$ cat config.mk
export PLATFORM = sky130hd
export DESIGN_NAME = imem_prefetch_flat
export DESIGN_NICKNAME = d
export VERILOG_FILES = /design/src/rtl/imem_prefetch_if.sv /design/src/rtl/imem_prefetch.sv /design/src/flat_wrapper.sv
export SDC_FILE = /design/constraint.sdc
export NUM_CORES = 2
export LEC_CHECK = 0
export CORE_MARGIN = 1.5
export CORE_UTILIZATION = 45
export CTS_BUF_LIST = sky130_fd_sc_hd__clkbuf_4 sky130_fd_sc_hd__clkbuf_8
export CTS_CLUSTER_DIAMETER = 120
export DETAILED_ROUTE_END_ITERATION = 8
export DONT_BUFFER_PORTS = 1
export PLACE_DENSITY = 0.72
export SLEW_MARGIN = 25
export SYNTH_ARGS = -nofsm -noshare
export SYNTH_HDL_FRONTEND = slang
export SYNTH_SLANG_ARGS = --single-unit
$ cat constraint.sdc
create_clock -name clk -period 3.8 [get_ports clk]
set_input_delay 0.57 -clock clk [delete_from_list [all_inputs] [get_ports clk]]
set_output_delay 0.57 -clock clk [all_outputs]
set_load 0.05 [all_outputs]
$ cat src/rtl/imem_prefetch_if.sv
// Fetch-side bus of imem_prefetch: redirect, loader write port and the
// instruction output handshake.
interface imem_prefetch_if #(
    parameter int unsigned DATA_W = 32,
    parameter int unsigned ADDR_W = 8
);
    logic              redir_valid;
    logic [ADDR_W-1:0] redir_addr;
    logic              wr_en;
    logic [ADDR_W-1:0] wr_addr;
    logic [DATA_W-1:0] wr_data;
    logic              out_valid;
    logic              out_ready;
    logic [DATA_W-1:0] out_inst;
    logic [ADDR_W-1:0] out_pc;
    logic              out_fault;

    modport master (
        output redir_valid, redir_addr, wr_en, wr_addr, wr_data, out_ready,
        input  out_valid, out_inst, out_pc, out_fault
    );

    modport slave (
        input  redir_valid, redir_addr, wr_en, wr_addr, wr_data, out_ready,
        output out_valid, out_inst, out_pc, out_fault
    );
endinterface

$ cat src/rtl/imem_prefetch.sv
// Sequential instruction prefetcher: word array with a LAT-stage read pipeline
// feeding a credit-limited output queue, flushed by redirects.
module imem_prefetch #(
    parameter int unsigned DATA_W   = 32,
    parameter int unsigned ADDR_W   = 8,
    parameter int unsigned DEPTH    = 256,
    parameter int unsigned LAT      = 2,
    parameter int unsigned QDEPTH   = 4,
    parameter int unsigned RESET_PC = 0
) (
    input logic            clk,
    input logic            rst_n,
    imem_prefetch_if.slave bus
);
    localparam int unsigned WordSpace = 2 ** (ADDR_W - 2);
    // Words beyond the addressable space can never be fetched, so don't store them.
    localparam int unsigned MemDepth  = (DEPTH < WordSpace) ? DEPTH : WordSpace;
    localparam int unsigned IdxW      = (MemDepth > 1) ? $clog2(MemDepth) : 1;
    localparam int unsigned PtrW      = $clog2(QDEPTH);
    localparam logic [ADDR_W-1:0] ResetPc = ADDR_W'(RESET_PC);

    logic [ADDR_W-1:0] pc_q, pc_d;
    logic [ADDR_W-1:0] pc_word, wr_word;
    logic              pc_in_range, wr_in_range;
    logic              flush, issue, enq, deq;
    logic [DATA_W-1:0] rd_data;
    int unsigned       inflight, occupancy;

    logic [DATA_W-1:0] mem [MemDepth];

    logic [LAT-1:0]    stg_valid_q;
    logic [LAT-1:0]    stg_fault_q;
    logic [ADDR_W-1:0] stg_pc_q   [LAT];
    logic [DATA_W-1:0] stg_data_q [LAT];

    logic [DATA_W-1:0] q_inst_q [QDEPTH];
    logic [ADDR_W-1:0] q_pc_q   [QDEPTH];
    logic [QDEPTH-1:0] q_fault_q;
    logic [PtrW-1:0]   rd_ptr_q, wr_ptr_q;
    logic [PtrW:0]     count_q, count_d;

    assign pc_word     = pc_q >> 2;
    assign wr_word     = bus.wr_addr >> 2;
    assign pc_in_range = 32'(pc_word) < DEPTH;
    assign wr_in_range = 32'(wr_word) < DEPTH;
    assign rd_data     = pc_in_range ? mem[pc_word[IdxW-1:0]] : '0;

    always_comb begin
        flush    = bus.redir_valid;
        inflight = 0;
        for (int i = 0; i < LAT; i++) begin
            inflight = inflight + 32'(stg_valid_q[i]);
        end
        // Reads in flight already own a queue slot, so the queue can never overflow.
        occupancy = 32'(count_q) + inflight;
        issue     = !flush && (occupancy < QDEPTH);
        enq       = stg_valid_q[LAT-1] && !flush;
        deq       = bus.out_valid && bus.out_ready && !flush;

        pc_d = pc_q;
        if (flush) begin
            pc_d = bus.redir_addr & ~ADDR_W'(3);
        end else if (issue) begin
            pc_d = pc_q + ADDR_W'(4);
        end

        count_d = count_q;
        case ({enq, deq})
            2'b10:   count_d = count_q + 1'b1;
            2'b01:   count_d = count_q - 1'b1;
            default: count_d = count_q;
        endcase
    end

    always_ff @(posedge clk or negedge rst_n) begin
        if (!rst_n) begin
            pc_q <= ResetPc;
        end else begin
            pc_q <= pc_d;
        end
    end

    // Array is not reset; a same-edge write is seen only by later reads.
    always_ff @(posedge clk) begin
        if (bus.wr_en && wr_in_range) begin
            mem[wr_word[IdxW-1:0]] <= bus.wr_data;
        end
    end

    always_ff @(posedge clk or negedge rst_n) begin
        if (!rst_n) begin
            stg_valid_q <= '0;
            stg_fault_q <= '0;
            for (int i = 0; i < LAT; i++) begin
                stg_pc_q[i]   <= ResetPc;
                stg_data_q[i] <= '0;
            end
        end else begin
            stg_valid_q[0] <= issue;
            stg_fault_q[0] <= !pc_in_range;
            stg_pc_q[0]    <= pc_q;
            stg_data_q[0]  <= rd_data;
            for (int i = 1; i < LAT; i++) begin
                stg_valid_q[i] <= stg_valid_q[i-1] && !flush;
                stg_fault_q[i] <= stg_fault_q[i-1];
                stg_pc_q[i]    <= stg_pc_q[i-1];
                stg_data_q[i]  <= stg_data_q[i-1];
            end
        end
    end

    always_ff @(posedge clk or negedge rst_n) begin
        if (!rst_n) begin
            rd_ptr_q  <= '0;
            wr_ptr_q  <= '0;
            count_q   <= '0;
            q_fault_q <= '0;
            for (int i = 0; i < QDEPTH; i++) begin
                q_inst_q[i] <= '0;
                q_pc_q[i]   <= ResetPc;
            end
        end else if (flush) begin
            rd_ptr_q <= '0;
            wr_ptr_q <= '0;
            count_q  <= '0;
        end else begin
            if (enq) begin
                q_inst_q[wr_ptr_q]  <= stg_data_q[LAT-1];
                q_pc_q[wr_ptr_q]    <= stg_pc_q[LAT-1];
                q_fault_q[wr_ptr_q] <= stg_fault_q[LAT-1];
                wr_ptr_q            <= wr_ptr_q + PtrW'(1);
            end
            if (deq) begin
                rd_ptr_q <= rd_ptr_q + PtrW'(1);
            end
            count_q <= count_d;
        end
    end

    assign bus.out_valid = (count_q != '0);
    assign bus.out_inst  = q_inst_q[rd_ptr_q];
    assign bus.out_pc    = q_pc_q[rd_ptr_q];
    assign bus.out_fault = q_fault_q[rd_ptr_q];
endmodule

$ cat src/flat_wrapper.sv
// flat-port wrapper written by rule: the top's interface ports become plain ports
module imem_prefetch_flat 
#(
    parameter int unsigned DATA_W   = 32,
    parameter int unsigned ADDR_W   = 8,
    parameter int unsigned DEPTH    = 256,
    parameter int unsigned LAT      = 2,
    parameter int unsigned QDEPTH   = 4,
    parameter int unsigned RESET_PC = 0
)
  (clk, rst_n, bus_redir_valid, bus_redir_addr, bus_wr_en, bus_wr_addr, bus_wr_data, bus_out_ready, bus_out_valid, bus_out_inst, bus_out_pc, bus_out_fault);
  imem_prefetch_if #(.DATA_W(DATA_W), .ADDR_W(ADDR_W)) bus_i ();
  input logic clk;
  input logic rst_n;
  input wire logic [$bits(bus_i.redir_valid)-1:0] bus_redir_valid;
  input wire logic [$bits(bus_i.redir_addr)-1:0] bus_redir_addr;
  input wire logic [$bits(bus_i.wr_en)-1:0] bus_wr_en;
  input wire logic [$bits(bus_i.wr_addr)-1:0] bus_wr_addr;
  input wire logic [$bits(bus_i.wr_data)-1:0] bus_wr_data;
  input wire logic [$bits(bus_i.out_ready)-1:0] bus_out_ready;
  output wire logic [$bits(bus_i.out_valid)-1:0] bus_out_valid;
  output wire logic [$bits(bus_i.out_inst)-1:0] bus_out_inst;
  output wire logic [$bits(bus_i.out_pc)-1:0] bus_out_pc;
  output wire logic [$bits(bus_i.out_fault)-1:0] bus_out_fault;
  assign bus_i.redir_valid = bus_redir_valid;
  assign bus_i.redir_addr = bus_redir_addr;
  assign bus_i.wr_en = bus_wr_en;
  assign bus_i.wr_addr = bus_wr_addr;
  assign bus_i.wr_data = bus_wr_data;
  assign bus_i.out_ready = bus_out_ready;
  assign bus_out_valid = bus_i.out_valid;
  assign bus_out_inst = bus_i.out_inst;
  assign bus_out_pc = bus_i.out_pc;
  assign bus_out_fault = bus_i.out_fault;
  imem_prefetch #(.DATA_W(DATA_W), .ADDR_W(ADDR_W), .DEPTH(DEPTH), .LAT(LAT), .QDEPTH(QDEPTH), .RESET_PC(RESET_PC)) u_core (.clk(clk), .rst_n(rst_n), .bus(bus_i));
endmodule
==> results by stage <==
Floorplan:
- The floorplan die height is 444.6 µm.
- Pin placement for this block handled 95 I/O pins.
- The overall die width is 444.6 µm.
- The core outline area is 193200 µm².
- The floorplan has 161 rows.
- The initial core utilization is 45.42%.
- The floorplan die area is 197700 µm².

Global route:
- The initial antenna violation count is 34.
- The via count of the first global-routing pass was 44940.
- The total overflow left after global routing is 0.
- The pin count of the biggest net entering global routing is 248.
- The first-pass GRT wire length is 318500 µm.
- Global routing used 22.42% of the available tracks.

STA:
- In the finished design, the share of the clock period the worst path needs comes to 88.68%.
- The routed design could run at a clock period as short as 3.370 ns.
- The transition time of the tightest slew-check pin is 1.086 ns.
- The number of max-slew violations in the final report is 0.
- Setup repair after global routing left no endpoint under its margin.
- For this run, the top clock speed supported by timing is 0.2967 GHz.
- The relative slew slack is 27.43%.
- The worst hold slack is -0.7514 ns.
- For the final database, setup skew stands at 0.08767 ns.
- Setup violations remaining at the end of the flow were counted as 0.
- The aggregate negative setup slack is 0 ns.
- The final hold violation count is 247.

Pwr:
- The maximum vdd drop is 0.4489 mV.
- The areal power density over the cells is 670.7 nW/µm².
- In this run the static leakage power is 33.71 nW.

Route:
- The count of antenna-violating nets left after detailed routing is 0.
- The DRC marker count from the first detailed-route iteration is 6185.
- After detailed routing, the number of remaining DRC violations is 0.
- The routed design has 222900 µm of wire.
- In the routed layout, each cell is associated on average with a via count of 6.058.
- The post-detailed-route wirelength per cell is 29.95 µm.
- The routed layout has 45090 vias.
- The first-pass iteration count of the detailed router is 6.

Logic synthesis:
- Yosys mapped the design onto 51 distinct sky130hd cell types.
- The main flop type after synthesis is edfxtp_1.
- The warning count from the yosys run is 0.
- The synthesized area per cell is 20.86 µm².
- Counting flops with an async set or reset pin after synthesis yields a share of 10.76%.
- The post-synthesis cell count is 4206.
- The post-synthesis register bit count is 2295.
- The fraction of the yosys area taken by sequential cells is 77.13%.
- The mapped netlist covers 87750 µm².
- The number of synthesized flops with an enable pin is 2048.

Critical path:
- STA classifies the critical path endpoint as a flip-flop.
- The required time at the worst-slack endpoint is 4.64 ns.
- Setup slack on the worst reg-to-reg path comes out at 0.43 ns.
- Data arrives at the worst endpoint at 4.21 ns.
- The start of the worst register-to-register path is u_core.pc_q[3].
- The capture point of the worst path is u_core.stg_data_q[59].
- The endpoint identified for the worst register-to-register timing path is u_core.stg_data_q[59].
- The most critical setup path has its startpoint at u_core.pc_q[3].
- The worst setup path is launched from a flip-flop.
- The critical path in this run is classified as reg -> reg.
- The maximum fanout along the worst path is 50.
- Measured in cells, the most critical reg-to-reg path has a length of 7.

Clock network:
- The post-CTS setup buffer count is 0.
- The deepest level of the CTS H-tree is 5.
- The number of clock buffers inserted by TritonCTS is 364.
- The post-cts gate resize count is 0.
- The number of clock sinks is 2295.
- The clock-pin transition on the worst setup and hold timing paths is 0.06 ns.
- The maximum number of buffers from clock root to sink is 4.
- The clock latency at the later pin of the worst-skew pair is 1.06 ns.
- After clock tree synthesis, the flow added hold-fix buffers numbering 76.
- The library cell used as clock root buffer is clkbuf_8.
- TritonCTS built the clock tree.

Run:
- The tool flagged a number of max-cap violations equal to 0.

Placed design:
- The weighted congestion at the end of routability-driven global placement is 0.8437.
- The instance area at placement is 92510 µm².
- The half-perimeter wire length of the detailed placement result is 126600 µm.
- During placement, the flow inserted port buffers numbering 0.

Status:
- The run finished, with violations left.
- The final reports fail on hold timing.

Final layout:
- Compared with the post-synthesis result, the final layout area differs by 14.98%.
- For this run, the post-layout net count is 4698.
- Of the cells placed in the final design, the portion with a size suffix greater than 1 is 30.48%.
- With fillers left out, the area of the finished cells amounts to 100900 µm².

Min path:
- The min-delay analysis places its worst path in the category in -> async.
flip-flops by register name (all words and copies together) (netlist names):
register / flops
u_core.count_q: 3
u_core.mem: 2048
u_core.pc_q: 6
u_core.q_fault_q: 4
u_core.q_inst_q: 128
u_core.q_pc_q: 24
u_core.rd_ptr_q: 2
u_core.stg_data_q: 64
u_core.stg_pc_q: 12
u_core.stg_valid_q: 2
u_core.wr_ptr_q: 2
stage by stage:
stage | setup WS [ns] | utilization [%] | power (mW) | cells
6_report | 0.4301 | 52.23 | 67.67 | 7443
5_1_grt | 0.2538 | 52.22 | 69.86 | 7437
4_1_cts | 0.2985 | 52.21 | 67.90 | 7427
3_5_place_dp | 0.4278 | 47.89 | 47.16 | 6721
3_3_place_gp | 0.4558 | 47.89 | 46.90 | 6721
2_1_floorplan | 0.7353 | - | 41.31 | 4207
placed cells by master, fill, tap and decap left out, drive strengths merged, types with 5 or more instances in the layout:
cell,count
a2111oi,13
a211oi,49
a21oi,53
a221oi,28
a22o,12
a22oi,96
a31oi,9
a32o,13
a32oi,7
and2,8
buf,268
clkbuf,535
clkinv,83
clkinvlp,5
dfrtp,247
diode,16
dlygate4sd3,44
edfxtp,2048
ha,7
inv,6
mux2,160
mux2i,314
mux4,405
nand2,153
nand2b,10
nand3,17
nand3b,8
nor2,91
nor2b,24
nor3,5
nor4,5
o2111ai,11
o21ai,56
o221ai,32
o22ai,40
o32ai,5
xnor2,5
xor2,6
worst max-delay path: stages (launching register included):
cell and delay [ns]:
dfrtp_4 0.95, buf_12 0.39, buf_4 0.38, mux2i_1 0.25, o22ai_1 0.12, a2111oi_0 0.64, buf_4 0.26, o32ai_1 0.12
power by group:
| group | switching, mW | internal [mW] | total [mW] |
|---|---|---|---|
| combinational | 10.1 | 7.36 | 17.5 |
| sequential | 1.23 | 28.6 | 29.8 |
| clock | 9.23 | 11.1 | 20.4 |
synth_stat cells, types with 12 or more instances:
| library cell | number | area (µm²) |
|---|---|---|
| a2111oi_0 | 13 | 113.9 |
| a211oi_1 | 49 | 367.9 |
| a21oi_1 | 53 | 265.3 |
| a221oi_1 | 28 | 245.2 |
| a22o_1 | 12 | 105.1 |
| a22oi_1 | 96 | 720.7 |
| a32o_1 | 13 | 130.1 |
| buf_1 | 12 | 45.04 |
| buf_2 | 98 | 490.5 |
| buf_4 | 29 | 217.7 |
| buf_6 | 14 | 157.7 |
| clkbuf_1 | 95 | 356.6 |
| dfrtp_1 | 247 | 6181 |
| edfxtp_1 | 2048 | 61500 |
| mux2_2 | 160 | 1802 |
| mux2i_1 | 314 | 3143 |
| mux4_2 | 405 | 9121 |
| nand2_1 | 153 | 574.3 |
| nand3_1 | 17 | 85.08 |
| nor2_1 | 90 | 337.8 |
| nor2b_1 | 24 | 150.1 |
| o21ai_0 | 23 | 115.1 |
| o21ai_1 | 33 | 165.2 |
| o221ai_1 | 32 | 280.3 |
| o22ai_1 | 40 | 250.2 |
layout make-up:
| type | instances | area (µm²) |
|---|---|---|
| sequential | 2295 | 67700 |
| inverter | 3 | 11.26 |
| multi-input combinational | 1661 | 19360 |
| clock buffer | 535 | 6481 |
| tap | 2526 | 3161 |
| clock inverter | 95 | 539.3 |
| antenna | 16 | 40.04 |
| fill | 14550 | 92290 |
| timing repair buffer | 312 | 3593 |
routing by layer:
| metal | track usage, % | wire, µm |
|---|---|---|
| met4 | 8.165 | 7457 |
| met5 | 0 | 172 |
| met2 | 34.58 | 104300 |
| met1 | 30.97 | 86770 |
| met3 | 5.792 | 24280 |
kinds of logic after synthesis:
group	share of synthesized area, %
fa+ha+maj	0.1226
mux	16.03
flops	77.13
compound gates	3.520
simple gates	1.630
buf+inv	1.457
xor+xnor	0.1098
other cells	0.004273
worst min path at each step:
stage               startpoint                    end  slack (ns)  depth (start not counted)
floorplan                rst_n      u_core.count_q[0]        0.27                          0
global placement         rst_n      u_core.q_pc_q[30]        0.28                          0
detailed placement       rst_n      u_core.q_pc_q[30]        0.28                          0
CTS                      rst_n  u_core.stg_data_q[60]       -0.85                          0
global route             rst_n      u_core.q_pc_q[30]       -0.82                          0
finish                   rst_n      u_core.q_pc_q[30]       -0.75                          0
(Power assumes the default switching activity.)
